[src/rtl/decode_stage_sequencer_if.sv]
// Bundle of the requester-side handshake and the shared SRAM port.
// The sequencer owns the enables and the SRAM lines (master); the
// stages and the memory model sit on the slave side.
interface decode_stage_sequencer_if;
  logic        uart_done;
  logic        m2_done;
  logic        m1_done;
  logic [17:0] uart_address;
  logic [17:0] m2_address;
  logic [17:0] m1_address;
  logic [17:0] vga_address;
  logic [15:0] uart_write_data;
  logic [15:0] m2_write_data;
  logic [15:0] m1_write_data;
  logic        uart_we_n;
  logic        m2_we_n;
  logic        m1_we_n;
  logic        uart_enable;
  logic        m2_enable;
  logic        m1_enable;
  logic        vga_enable;
  logic [17:0] SRAM_address;
  logic [15:0] SRAM_write_data;
  logic        SRAM_we_n;

  modport master (
    input  uart_done, m2_done, m1_done,
    input  uart_address, m2_address, m1_address, vga_address,
    input  uart_write_data, m2_write_data, m1_write_data,
    input  uart_we_n, m2_we_n, m1_we_n,
    output uart_enable, m2_enable, m1_enable, vga_enable,
    output SRAM_address, SRAM_write_data, SRAM_we_n
  );

  modport slave (
    output uart_done, m2_done, m1_done,
    output uart_address, m2_address, m1_address, vga_address,
    output uart_write_data, m2_write_data, m1_write_data,
    output uart_we_n, m2_we_n, m1_we_n,
    input  uart_enable, m2_enable, m1_enable, vga_enable,
    input  SRAM_address, SRAM_write_data, SRAM_we_n
  );
endinterface

[src/rtl/decode_stage_sequencer.sv]
// Top-level scheduler for the single external SRAM port of the image
// decompressor: UART load, IDCT (M2), upsample (M1), then VGA display,
// with fixed guard gaps between stages and a per-stage watchdog.
module decode_stage_sequencer #(
  parameter int               GAP_CYCLES     = 3,
  parameter int               CNT_W          = 24,
  parameter logic [CNT_W-1:0] TIMEOUT_CYCLES = 24'd16000000
) (
  input  logic                            Clock,
  input  logic                            Resetn,
  input  logic                            Start,
  input  logic                            Abort,
  decode_stage_sequencer_if.master        bus,
  output logic                            busy,
  output logic                            error,
  output logic [2:0]                      stage_id
);

  typedef enum logic [3:0] {
    S_SEQ_IDLE  = 4'd0,
    S_SEQ_UART  = 4'd1,
    S_SEQ_GAP_A = 4'd2,
    S_SEQ_M2    = 4'd3,
    S_SEQ_GAP_B = 4'd4,
    S_SEQ_M1    = 4'd5,
    S_SEQ_GAP_C = 4'd6,
    S_SEQ_VGA   = 4'd7,
    S_SEQ_ERROR = 4'd8
  } state_t;

  localparam logic [CNT_W-1:0] GAP_LAST     = CNT_W'(GAP_CYCLES - 1);
  localparam logic [CNT_W-1:0] TIMEOUT_LAST = TIMEOUT_CYCLES - CNT_W'(1);

  state_t           state;
  state_t           state_next;
  logic [CNT_W-1:0] cnt;
  logic [CNT_W-1:0] cnt_next;
  logic             error_next;
  logic             working;
  logic             in_gap;
  logic             timeout;
  logic             gap_end;

  // Next-state, sticky error and shared gap/watchdog counter; Abort beats timeout beats done beats Start.
  always_comb begin
    state_next = state;
    error_next = error;
    working    = (state == S_SEQ_UART) || (state == S_SEQ_M2) || (state == S_SEQ_M1);
    in_gap     = (state == S_SEQ_GAP_A) || (state == S_SEQ_GAP_B) || (state == S_SEQ_GAP_C);
    timeout    = working && (cnt == TIMEOUT_LAST);
    gap_end    = in_gap && (cnt == GAP_LAST);
    if (Abort) begin
      state_next = S_SEQ_IDLE;
    end else if (timeout) begin
      state_next = S_SEQ_ERROR;
      error_next = 1'b1;
    end else begin
      case (state)
        S_SEQ_IDLE, S_SEQ_ERROR: begin
          if (Start) begin
            state_next = S_SEQ_UART;
            error_next = 1'b0;
          end
        end
        S_SEQ_UART:  if (bus.uart_done) state_next = S_SEQ_GAP_A;
        S_SEQ_GAP_A: if (gap_end)       state_next = S_SEQ_M2;
        S_SEQ_M2:    if (bus.m2_done)   state_next = S_SEQ_GAP_B;
        S_SEQ_GAP_B: if (gap_end)       state_next = S_SEQ_M1;
        S_SEQ_M1:    if (bus.m1_done)   state_next = S_SEQ_GAP_C;
        S_SEQ_GAP_C: if (gap_end)       state_next = S_SEQ_VGA;
        S_SEQ_VGA:   state_next = S_SEQ_VGA;
        default:     state_next = S_SEQ_IDLE;
      endcase
    end
    // One counter serves both purposes: it restarts on every state change
    // and only runs in states where a gap or the watchdog is meaningful.
    if (state_next != state) begin
      cnt_next = '0;
    end else if (working || in_gap) begin
      cnt_next = cnt + CNT_W'(1);
    end else begin
      cnt_next = '0;
    end
  end

  // State, counter and error flag registers.
  always_ff @(posedge Clock or negedge Resetn) begin
    if (!Resetn) begin
      state <= S_SEQ_IDLE;
      cnt   <= '0;
      error <= 1'b0;
    end else begin
      state <= state_next;
      cnt   <= cnt_next;
      error <= error_next;
    end
  end

  // Enables are registered from the next state so they rise with the stage and drop right after its done.
  always_ff @(posedge Clock or negedge Resetn) begin
    if (!Resetn) begin
      bus.uart_enable <= 1'b0;
      bus.m2_enable   <= 1'b0;
      bus.m1_enable   <= 1'b0;
      bus.vga_enable  <= 1'b0;
    end else begin
      bus.uart_enable <= (state_next == S_SEQ_UART);
      bus.m2_enable   <= (state_next == S_SEQ_M2);
      bus.m1_enable   <= (state_next == S_SEQ_M1);
      bus.vga_enable  <= (state_next == S_SEQ_VGA);
    end
  end

  // SRAM ownership mux; idle/gap/error states park the port in read with address 0.
  always_comb begin
    bus.SRAM_address    = '0;
    bus.SRAM_write_data = '0;
    bus.SRAM_we_n       = 1'b1;
    case (state)
      S_SEQ_UART: begin
        bus.SRAM_address    = bus.uart_address;
        bus.SRAM_write_data = bus.uart_write_data;
        bus.SRAM_we_n       = bus.uart_we_n;
      end
      S_SEQ_M2: begin
        bus.SRAM_address    = bus.m2_address;
        bus.SRAM_write_data = bus.m2_write_data;
        bus.SRAM_we_n       = bus.m2_we_n;
      end
      S_SEQ_M1: begin
        bus.SRAM_address    = bus.m1_address;
        bus.SRAM_write_data = bus.m1_write_data;
        bus.SRAM_we_n       = bus.m1_we_n;
      end
      S_SEQ_VGA: begin
        bus.SRAM_address    = bus.vga_address;
      end
      default: begin
        bus.SRAM_address    = '0;
      end
    endcase
  end

  // Status outputs decoded from the registered state.
  always_comb begin
    busy     = (state != S_SEQ_IDLE) && (state != S_SEQ_ERROR);
    stage_id = (state == S_SEQ_ERROR) ? 3'd0 : state[2:0];
  end

endmodule

[src/flat_wrapper.sv]
// flat-port wrapper written by rule: the top's interface ports become plain ports
module decode_stage_sequencer_flat 
#(
  parameter int               GAP_CYCLES     = 3,
  parameter int               CNT_W          = 24,
  parameter logic [CNT_W-1:0] TIMEOUT_CYCLES = 24'd16000000
)
  (Clock, Resetn, Start, Abort, busy, error, stage_id, bus_uart_done, bus_m2_done, bus_m1_done, bus_uart_address, bus_m2_address, bus_m1_address, bus_vga_address, bus_uart_write_data, bus_m2_write_data, bus_m1_write_data, bus_uart_we_n, bus_m2_we_n, bus_m1_we_n, bus_uart_enable, bus_m2_enable, bus_m1_enable, bus_vga_enable, bus_SRAM_address, bus_SRAM_write_data, bus_SRAM_we_n);
  decode_stage_sequencer_if bus_i ();
  input  logic Clock;
  input  logic Resetn;
  input  logic Start;
  input  logic Abort;
  output logic busy;
  output logic error;
  output logic [2:0] stage_id;
  input wire logic [$bits(bus_i.uart_done)-1:0] bus_uart_done;
  input wire logic [$bits(bus_i.m2_done)-1:0] bus_m2_done;
  input wire logic [$bits(bus_i.m1_done)-1:0] bus_m1_done;
  input wire logic [$bits(bus_i.uart_address)-1:0] bus_uart_address;
  input wire logic [$bits(bus_i.m2_address)-1:0] bus_m2_address;
  input wire logic [$bits(bus_i.m1_address)-1:0] bus_m1_address;
  input wire logic [$bits(bus_i.vga_address)-1:0] bus_vga_address;
  input wire logic [$bits(bus_i.uart_write_data)-1:0] bus_uart_write_data;
  input wire logic [$bits(bus_i.m2_write_data)-1:0] bus_m2_write_data;
  input wire logic [$bits(bus_i.m1_write_data)-1:0] bus_m1_write_data;
  input wire logic [$bits(bus_i.uart_we_n)-1:0] bus_uart_we_n;
  input wire logic [$bits(bus_i.m2_we_n)-1:0] bus_m2_we_n;
  input wire logic [$bits(bus_i.m1_we_n)-1:0] bus_m1_we_n;
  output wire logic [$bits(bus_i.uart_enable)-1:0] bus_uart_enable;
  output wire logic [$bits(bus_i.m2_enable)-1:0] bus_m2_enable;
  output wire logic [$bits(bus_i.m1_enable)-1:0] bus_m1_enable;
  output wire logic [$bits(bus_i.vga_enable)-1:0] bus_vga_enable;
  output wire logic [$bits(bus_i.SRAM_address)-1:0] bus_SRAM_address;
  output wire logic [$bits(bus_i.SRAM_write_data)-1:0] bus_SRAM_write_data;
  output wire logic [$bits(bus_i.SRAM_we_n)-1:0] bus_SRAM_we_n;
  assign bus_i.uart_done = bus_uart_done;
  assign bus_i.m2_done = bus_m2_done;
  assign bus_i.m1_done = bus_m1_done;
  assign bus_i.uart_address = bus_uart_address;
  assign bus_i.m2_address = bus_m2_address;
  assign bus_i.m1_address = bus_m1_address;
  assign bus_i.vga_address = bus_vga_address;
  assign bus_i.uart_write_data = bus_uart_write_data;
  assign bus_i.m2_write_data = bus_m2_write_data;
  assign bus_i.m1_write_data = bus_m1_write_data;
  assign bus_i.uart_we_n = bus_uart_we_n;
  assign bus_i.m2_we_n = bus_m2_we_n;
  assign bus_i.m1_we_n = bus_m1_we_n;
  assign bus_uart_enable = bus_i.uart_enable;
  assign bus_m2_enable = bus_i.m2_enable;
  assign bus_m1_enable = bus_i.m1_enable;
  assign bus_vga_enable = bus_i.vga_enable;
  assign bus_SRAM_address = bus_i.SRAM_address;
  assign bus_SRAM_write_data = bus_i.SRAM_write_data;
  assign bus_SRAM_we_n = bus_i.SRAM_we_n;
  decode_stage_sequencer #(.GAP_CYCLES(GAP_CYCLES), .CNT_W(CNT_W), .TIMEOUT_CYCLES(TIMEOUT_CYCLES)) u_core (.Clock(Clock), .Resetn(Resetn), .Start(Start), .Abort(Abort), .bus(bus_i), .busy(busy), .error(error), .stage_id(stage_id));
endmodule
[config.mk]
export PLATFORM = sky130hd
export DESIGN_NAME = decode_stage_sequencer_flat
export DESIGN_NICKNAME = d
export VERILOG_FILES = /design/src/rtl/decode_stage_sequencer_if.sv /design/src/rtl/decode_stage_sequencer.sv /design/src/flat_wrapper.sv
export SDC_FILE = /design/constraint.sdc
export NUM_CORES = 1
export LEC_CHECK = 0
export BUFFER_PORTS_ARGS = -buffer_cell sky130_fd_sc_hd__buf_2
export CORE_ASPECT_RATIO = 0.6
export CORE_MARGIN = 2
export CORE_UTILIZATION = 42
export DETAILED_ROUTE_END_ITERATION = 10
export MAX_ROUTING_LAYER = met4
export PLACE_DENSITY = 0.78
export SETUP_SLACK_MARGIN = 0.05
export SLEW_MARGIN = 10
export SYNTH_ARGS = -nofsm -noshare
export SYNTH_HDL_FRONTEND = slang
export SYNTH_SLANG_ARGS = --single-unit
[constraint.sdc]
create_clock -name Clock -period 2.4 [get_ports Clock]
set_input_delay 0 -clock Clock [delete_from_list [all_inputs] [get_ports Clock]]
set_output_delay 0 -clock Clock [all_outputs]
set_load 0.005 [all_outputs]
# ---- Word-level counts from Yosys, hierarchy flattened
# Index checks and enable logic that the tools add are counted.
dict set report totals {
  register_bits 33
  out_inout_bits 44
  input_bits 130
  word_cells 58
}
dict set report classes {
  reduce_logical 14
  eq_ne 16
  n_mux 19
  add_sub_neg 1
  n_bitwise 1
}
# operator count
set ops {}
lappend ops {{$pmux 18 s4} 1}
lappend ops {{$mux 24} 2}
lappend ops {{$pmux 16 s3} 1}
lappend ops {{$mux 4} 9}
lappend ops {{$pmux 4 s8} 1}
lappend ops {{$add 24x1->24 const B} 1}
lappend ops {{$eq 24x2->1 const B} 1}
lappend ops {{$eq 24x24->1 const B} 1}
lappend ops {{$eq 4x3->1 const B} 6}
lappend ops {{$eq 4x2->1 const B} 3}
lappend ops {{$eq 4x1->1 const B} 2}
lappend ops {{$logic_or 1x1->1} 5}
lappend ops {{$eq 4x4->1 const B} 1}
lappend ops {{$logic_not 4->1} 1}
lappend ops {{$ne 4x4->1} 1}
lappend ops {{$ne 4x4->1 const B} 1}
lappend ops {{$reduce_bool 2->1} 2}
lappend ops {{$reduce_bool 4->1} 1}
lappend ops {{$logic_and 1x1->1} 3}
lappend ops {{$mux 1} 3}
lappend ops {{$mux 3} 1}
lappend ops {{$pmux 1 s3} 1}
lappend ops {{$reduce_and 3->1} 1}
lappend ops {{$reduce_or 2->1} 1}
lappend ops {{$not 1->1} 1}

# ---- Longest topological paths before layout
# Gate-level depths: netlist (run 1).
dict set report depth {
  ltp_word 10
  depth_mapped 8
  ltp_nobuf 7
}

# ---- Worst setup path before layout (run 1)
# Ideal clock, no wire load.
dict set report synth_path {
  path_kind {register -> register}
  startpoint {register u_core.cnt[0]}
  endpoint {register u_core.cnt[12]}
  t_arrival_ns 1.818
  setup_ns 0.120
  slack_ns 0.462
  synth_period_minus_slack_ns 1.938
  path_buffers 1
  stages_incl_launch_ff 9
  required_time_ns 2.280
  cell_sequence {dfrtp_1 ha_1 nand2_1 nor4_2 a31oi_1 nor3b_1 o22ai_2 buf_6 nor3_2}
}
dict set report synth_via {
  elab_chain_len 8
  elab_cells_between_ends 14
  classes_between {add/sub (1); eq/ne (3); mux (8); reduce/logical (2)}
}
# element line
set synth_lines {}
lappend synth_lines {{start: declaration} decode_stage_sequencer.sv:36} ;# logic [CNT_W-1:0] cnt;
lappend synth_lines {{start signal: assignment} decode_stage_sequencer.sv:94} ;# cnt <= cnt_next;
lappend synth_lines {{$eq 24x2->1} decode_stage_sequencer.sv:51} ;# gap_end = in_gap && (cnt == GAP_LAST);
lappend synth_lines {{$logic_and 1x1->1} decode_stage_sequencer.sv:51}
lappend synth_lines {{$mux 4 (on tied branches)} {decode_stage_sequencer.sv:70, decode_stage_sequencer.sv:66, decode_stage_sequencer.sv:68}}
lappend synth_lines {{$pmux 4 s8} decode_stage_sequencer.sv:58} ;# case (state)
lappend synth_lines {{$mux 4} decode_stage_sequencer.sv:54} ;# end else if (timeout) begin
lappend synth_lines {{$mux 4} decode_stage_sequencer.sv:52} ;# if (Abort) begin
lappend synth_lines {{$ne 4x4->1} decode_stage_sequencer.sv:77} ;# if (state_next != state) begin
lappend synth_lines {{$mux 24 (*)} decode_stage_sequencer.sv:77}
lappend synth_lines {{named net u_core.cnt_next[12]} decode_stage_sequencer.sv:37} ;# logic [CNT_W-1:0] cnt_next;
# Mark *: on every way through the listed nets, which the timed path passes. The rest lies on a longest branch.
# A chain may end at the register's enable or synchronous reset.

# ---- Final worst setup path (run 1)
dict set report layout_path {
  startpoint {register u_core.state[0]}
  endpoint {register u_core.cnt[3]}
}
dict set report layout_via {
  elab_chain_len 10
  elab_cells_between_ends 30
  classes_between {eq/ne (9); mux (12); reduce/logical (9)}
}
# element line
set layout_lines {}
lappend layout_lines {{start: declaration} decode_stage_sequencer.sv:34} ;# state_t state;
lappend layout_lines {{start signal: assignment} decode_stage_sequencer.sv:93} ;# state <= state_next;
lappend layout_lines {{$eq 4x2->1 or $eq 4x3->1 (tied branches)} {decode_stage_sequencer.sv:49, decode_stage_sequencer.sv:58}}
lappend layout_lines {{$logic_or 1x1->1 (2 in series)} decode_stage_sequencer.sv:49} ;# in_gap = (state == S_SEQ_GAP_A) || (state == S_SEQ_GAP_B) || (state == S_SEQ_GAP_C);
lappend layout_lines {{$logic_and 1x1->1} decode_stage_sequencer.sv:51}
lappend layout_lines {{$mux 4 (on tied branches)} {decode_stage_sequencer.sv:70, decode_stage_sequencer.sv:66, decode_stage_sequencer.sv:68}}
lappend layout_lines {{$pmux 4 s8} decode_stage_sequencer.sv:58}
lappend layout_lines {{$mux 4} decode_stage_sequencer.sv:54}
lappend layout_lines {{$mux 4} decode_stage_sequencer.sv:52}
lappend layout_lines {{$ne 4x4->1} decode_stage_sequencer.sv:77}
lappend layout_lines {{$mux 24 (*)} decode_stage_sequencer.sv:77}
lappend layout_lines {{named net u_core.cnt_next[3]} decode_stage_sequencer.sv:37}
# Marks and branches as above.

==> summary.txt, run 1 <==
Status
  • Outcome: completed

Layout
  • Nets: 606
  • Share of layout cells above drive strength 1: 0.476
  • Commonest non-fill, non-tap cell in the layout: buf_2
  • Post-layout util: 0.643
  • Post-Layout Cell Count: 558
  • Area delta synth->final: 43.7%
  • Most frequent cells in the layout: buf_2, nand2_1, a222oi_1

Critical path
  • Buf/Inv on CP: 1
  • Crit path max fanout: 14
  • Highest-delay cell along the critical path: dfrtp_2
  • Required @ worst endpoint: between 2 and 3 ns
  • Crit path cell chain: nand2b_1 > a2111oi_2 > a31oi_1 > and4b_1 > a21oi_2 > buf_4 > nor3_1
  • Crit-path max cell delay: about 0.48 ns
  • CP arrival: 2.39 ns
  • CP endpoint kind: flop
  • Startpoint class of the critical path: flop
  • WS Path Type: flop to flop
  • Delay-heaviest family, CP: compound AO/OA/AOI/OAI gates

Placement
  • DP HPWL: 7700 µm
  • I/O Buffers: 173
  • Inst Count DP: about 550
  • Placer congestion estimate: 0.979

Floorplan
  • Die footprint: 0.00676 mm²
  • Row count: 21
  • Chip height: 64.5 µm
  • Core area: 0.00573 mm²
  • Die span in x: between 100 and 150 µm
  • Initial core utilization: 0.447
  • IO Pins: 174

Logic synthesis
  • Predominant post-synthesis flop cell: dfrtp_1
  • Post-synth EDFFs: 0
  • Seq/Total Area, Yosys: 0.322
  • YS warnings: 0
  • Synth unique cells: 44
  • Async SR Flop Fraction: 1.00
  • Average cell area after synthesis: ~8.5 µm²
  • Synth Cell Area: 0.00256 mm²
  • Cells after Synth: around 300
  • Synth Register Bits: 33
  • Syn_nets: 435

Clock network
  • H-tree lvl count: 2
  • Clock transition at path regs: 0.07 ns
  • Clock Path Buffers: 2
  • Buffers inserted during post-CTS setup optimization: 0
  • TritonCTS buffer count: 5
  • CTS tree: built
  • Clk Latency, worst-skew pair: between 0.2 and 0.3 ns
  • Clock sinks: 33
  • Root Buffer Master: clkbuf_8

Detailed routing
  • WL/cell: 17.4 µm
  • Remaining DRCs: 0
  • First-pass detailed-route iteration total: 9
  • Final wirelength: roughly 10000 µm
  • Routed vias/inst: 5.75
  • ANT nets after route: 0
  • Via Count: 3207
  • Iteration-0 DRC Markers: 417

Timing
  • Tcrit/Tclk final: 0.924
  • Worst-Margin Slew: ~0.73 ns
  • Final setup vio count: 0
  • Fin crit period: 2.22 ns
  • Max-slew violation count: 0
  • Rel. slew slack: 0.512
  • Worst clock skew: 0.00401 ns
  • Setup TNS: 0 ns
  • RSZ-0062 raised after global routing: true
  • Final Hold Vio Count: 0
  • Peak Freq: 451 MHz
  • Hold Slack: 0.0557 ns

Global routing
  • Tot GR Track Use: 0.289
  • Largest net degree at the start of global routing: 35
  • Number of global-route vias before repair: slightly below 3000
  • First-pass GRT wire length: 15000 µm
  • Total congestion overflow: 0
  • Antenna violations before repair: 3

Power and ir drop
  • Power per cell area: ~410 mW/mm²
  • Maximum VDD drop: 0.258 mV
  • Leakage: 0.00194 µW

Flow run
  • Max cap viols: 0

Worst hold path
  • Worst min-delay path class: primary input to flop
-- routing by layer --
metal,vias up,part of all wire,track usage
met5,-,0,-
met4,0,0.022,0.0950
met3,22,0.11,0.0604
met2,193,0.45,0.427
met1,1521,0.42,0.396
li1,1471,-,-
-- layout make-up --
cell class | count | area, µm²
well taps | 80 | 100
inverters | 21 | 78.8
fillers | 546 | 2050
repair buffers | 188 | 996
flip-flops and latches | 33 | 828
diodes | 3 | 7.51
clock buffers | 7 | 86.3
clock inverters | 1 | 30.0
multi-input cells | 225 | 1560
-- stage by stage --
step | total power [µW] | instance area (µm²) | setup WS [ns]
floorplan | 760 | 2560 | 0.462
global placement | 950 | 3530 | 0.291
detailed placement | 956 | 3530 | 0.161
CTS | 1500 | 3660 | 0.140
global route | 1570 | 3680 | 0.0518
finish | 1500 | 3680 | 0.183
-- cells by family (layout without fill, tap and decap cells) --
family / Yosys count / count (layout) / share of synthesized area
AO/OA/AOI/OAI: 54 / 54 / 0.185
XOR/XNOR: 22 / 22 / 0.0752
adder cells (fa/ha/maj): 2 / 2 / 0.00976
buffers and inverters: 45 / 217 / 0.0820
flip-flops: 33 / 33 / 0.322
other: 0 / 3 / 0
AND/OR/NAND/NOR: 147 / 147 / 0.326
-- worst reg2reg max path, delay by kind of cell, from the launching register on --
kind                   cells  cell delay [ns]
AO/OA/AOI/OAI              3             0.82
buffers and inverters      1             0.26
flip-flops                 1             0.48
AND/OR/NAND/NOR            3             0.54
-- state kept, by name, summed over array words and instances, names as in the netlist --
name	cells
u_core.cnt	24
u_core.state	4
u_core.bus.m1_enable	1
u_core.bus.m2_enable	1
u_core.bus.uart_enable	1
u_core.bus.vga_enable	1
u_core.error	1
-- report_power, final --
part	leakage [µW]	switching [µW]	internal, µW	total (µW)
logic	0.00143	194	184	379
clock network	0.0000585	207	338	545
registers	0.000456	10.6	563	574
total	0.00194	412	1090	1500
-- final timing paths --
kind,start,to,slack (ns),cells past startpoint
hold / removal,Start,u_core.state[3]$_DFF_PN0_,0.06,4
hold reg to reg,u_core.cnt[0]$_DFF_PN0_,u_core.cnt[0]$_DFF_PN0_,0.50,1
setup / recovery,u_core.state[0]$_DFF_PN0_,u_core.cnt[3]$_DFF_PN0_,0.18,7
min in group asynchronous,Resetn,u_core.cnt[7]$_DFF_PN0_,0.30,2
max in group asynchronous,Resetn,u_core.state[0]$_DFF_PN0_,1.58,2
setup reg to reg,u_core.state[0]$_DFF_PN0_,u_core.cnt[3]$_DFF_PN0_,0.18,7
-- repair_timing --
item	in CTS	in global routing
gates resized for setup	0	3
setup endpoints to repair	0	33
hold buffers	2	0
endpoints found under the hold margin	34	0
-- synthesized netlist by cell type, types with 6 or more instances --
cell	count	area (µm²)
nand3_1	8	40.0
nor4_1	6	37.5
a222oi_1	34	340
buf_2	6	30.0
xor2_1	12	105
xnor2_1	10	87.6
clkbuf_1	13	48.8
inv_1	21	78.8
nor3_1	15	75.1
a21oi_1	6	30.0
nand2_1	52	195
nor2_1	16	60.1
dfrtp_1	33	826
nor3_2	18	180
No activity file was read; power rests on OpenSTA's default activity.
==> inputs of run 2 (changes only) <==
--- a/config.mk
+++ b/config.mk
@@ -7,7 +7,6 @@
 export LEC_CHECK = 0
 export BUFFER_PORTS_ARGS = -buffer_cell sky130_fd_sc_hd__buf_2
 export CORE_ASPECT_RATIO = 0.6
-export CORE_MARGIN = 2
 export CORE_UTILIZATION = 42
 export DETAILED_ROUTE_END_ITERATION = 10
 export MAX_ROUTING_LAYER = met4
==> run 2 against run 1 <==
Flip-flop and latch count stayed put. First-iteration DRC count is 3.4% lower. Register-to-register slack better by 0.05 ns. Cell area stayed put. Highest routed layer unchanged. Critical path type unchanged. Total power is 1.3% higher. Hold slack worse by 0.017 ns. Core utilization stayed put.
==> summary.txt, run 2 (synthesis gave the netlist of run 1 again) <==
Power and ir drop
  • Final Power: 1520 µW (+1.3%)
  • Maximum VDD drop: 0.256 mV (-0.70%)
  • Leakage: 0.00194 µW (-0.43%)
  • Power per cell area: 412 mW/mm² (+1.3%)

Layout
  • Nets: 603 (-0.50%)
  • Share of layout cells above drive strength 1: 0.472 (-0.00333)
  • Reg with most FFs: u_core.cnt
  • Most frequent cells in the layout: buf_2, nand2_1, a222oi_1
  • Commonest non-fill, non-tap cell in the layout: buf_2
  • Area delta synth->final: 43.7% (unchanged)
  • Largest register FFs: 24 (unchanged)
  • Largest regs: u_core.cnt (24), u_core.state (4)
  • Fillers: 527 (-3.5%)

Timing
  • Worst-Margin Slew: 0.747 ns (+0.0153 ns)
  • Peak Freq: 462 MHz (+2.3%)
  • Rel. slew slack: 0.502 (-0.0102)
  • Final setup vio count: 0 (unchanged)
  • Setup TNS: 0 ns (unchanged)
  • RSZ-0062 raised after global routing: false
  • Worst clock skew: 0.00716 ns (+0.00315 ns)
  • Max-slew violation count: 0 (unchanged)
  • Fin crit period: 2.17 ns (-0.0505 ns)
  • Tcrit/Tclk final: 0.903 (-0.0210)
  • Final Hold Vio Count: 0 (unchanged)

Detailed routing
  • Via Count: 3117 (-2.8%)
  • Iteration-0 DRC Markers: 403 (-3.4%)
  • First-pass detailed-route iteration total: 8 (-1)
  • Routed vias/inst: 5.61 (-2.5%)
  • Remaining DRCs: 0 (unchanged)
  • ANT nets after route: 0 (unchanged)
  • Final wirelength: 9390 µm (-3.4%)
  • WL/cell: 16.9 µm (-3.0%)

Global routing
  • Total congestion overflow: 0 (unchanged)
  • Number of global-route vias before repair: 2899 (-2.6%)
  • Tot GR Track Use: 0.309 (+0.0206)
  • First-pass GRT wire length: 14600 µm (-3.0%)
  • Antenna violations before repair: 4 (+1)
  • Largest net degree at the start of global routing: 35 (unchanged)

Placement
  • I/O Buffers: 173 (unchanged)
  • Placer congestion estimate: 0.930 (-5.0%)
  • DP HPWL: 7480 µm (-3.0%)

Floorplan
  • Die footprint: 0.00643 mm² (-4.9%)
  • Core area: 0.00573 mm² (unchanged)
  • Chip height: 62.5 µm (-3.1%)
  • Die span in x: 103 µm (-1.9%)
  • Initial core utilization: 0.447 (unchanged)
  • IO Pins: 174 (unchanged)
  • Row count: 21 (unchanged)

Flow run
  • Max cap viols: 0 (unchanged)

Clock network
  • Clock sinks: 33 (unchanged)
  • H-tree lvl count: 2 (unchanged)
  • Clock Path Buffers: 2 (unchanged)
  • Clk Latency, worst-skew pair: 0.30 ns (about the same)
  • Root Buffer Master: clkbuf_8
  • Buffers inserted during post-CTS setup optimization: 0 (unchanged)
  • Clock transition at path regs: 0.07 ns (about the same)
  • TritonCTS buffer count: 5 (unchanged)
  • CTS tree: built

Critical path
  • CP arrival: 2.35 ns (-0.04 ns)
  • CP endpoint kind: flop
  • Crit-path max cell delay: 0.56 ns (+0.08 ns)
  • Highest-delay cell along the critical path: or3_2
  • Required @ worst endpoint: 2.59 ns (+0.02 ns)
  • Crit path cell chain: nand4_1 > or3_2 > nor2_1 > nand3_1 > xor2_1 > nor3_2
  • Startpoint class of the critical path: flop
  • Crit path max fanout: 6 (-8)
  • WS Path Type: flop to flop

Worst hold path
  • Worst min-delay path class: primary input to flop

Status
  • Outcome: completed
## run 2: changes by cell type in the layout (fill, tap and decap cells not counted)
cell / previous run / this run
buf_4: 12 / 8
dfrtp_1: 31 / 33
dfrtp_2: 2 / 0
buf_12: 1 / 2
clkbuf_1: 1 / 0
clkinvlp_4: 0 / 1
diode_2: 3 / 4
nor4_1: 6 / 5
nor4_2: 0 / 1
## run 2: final cells by class
type	count	area, µm²	area share
Multi-Input combinational cell	225	1560	0.424
Clock inverter	2	37.5	0.0102
Sequential cell	33	826	0.224
Antenna cell	4	10.0	0.00272
Timing Repair Buffer	185	986	0.268
Inverter	21	78.8	0.0214
Tap cell	80	100	0.0272
Clock buffer	6	82.6	0.0224
## run 2: worst paths after layout
path                                          from                   endpoint  slack, ns  depth (start not counted)
setup / recovery           u_core.cnt[6]$_DFF_PN0_   u_core.cnt[17]$_DFF_PN0_       0.23                          6
hold / removal                               Start  u_core.state[3]$_DFF_PN0_       0.04                          4
setup reg to reg           u_core.cnt[6]$_DFF_PN0_   u_core.cnt[17]$_DFF_PN0_       0.23                          6
hold reg to reg            u_core.cnt[0]$_DFF_PN0_    u_core.cnt[0]$_DFF_PN0_       0.51                          1
max in group asynchronous                   Resetn   u_core.cnt[14]$_DFF_PN0_       1.61                          2
min in group asynchronous                   Resetn   u_core.cnt[15]$_DFF_PN0_       0.30                          2
## run 2: per-layer routing
metal / track usage / routed length, µm
met2: 0.464 / 4400
met5: - / 0
met4: 0.0968 / 93
met1: 0.401 / 3910
met3: 0.0895 / 986
## run 2: power breakdown
part / switching (µW) / leakage (µW) / internal, µW
combinational: 199 / 0.00142 / 187
clock: 223 / 0.0000574 / 338
sequential: 7.22 / 0.000459 / 563
total: 429 / 0.00194 / 1090
## run 2: critical path, delay by kind of cell, from the launching register on
family           cells  cell delay [ns]
flip-flops           1             0.45
AND/OR/NAND/NOR      5             1.37
XOR/XNOR             1             0.24
## run 2: what timing repair did
item / 4_1_cts / 5_1_grt
hold endpoints to repair: 35 / 0
resized for setup: 0 / 2
endpoints found under the setup margin: 0 / 17
hold buffers: 2 / 0
## run 2: through the flow
| step | util | instances | hold WS (ns) | instance area [µm²] | setup slack [ns] |
|---|---|---|---|---|---|
| floorplan | - | 303 | -0.296 | 2560 | 0.462 |
| global placement | 0.614 | 542 | 0.0827 | 3520 | 0.342 |
| detailed placement | 0.614 | 542 | 0.101 | 3520 | 0.281 |
| CTS | 0.638 | 552 | 0.0323 | 3660 | 0.243 |
| global route | 0.643 | 556 | 0.0542 | 3680 | 0.0727 |
| finish | 0.643 | 556 | 0.0389 | 3680 | 0.233 |
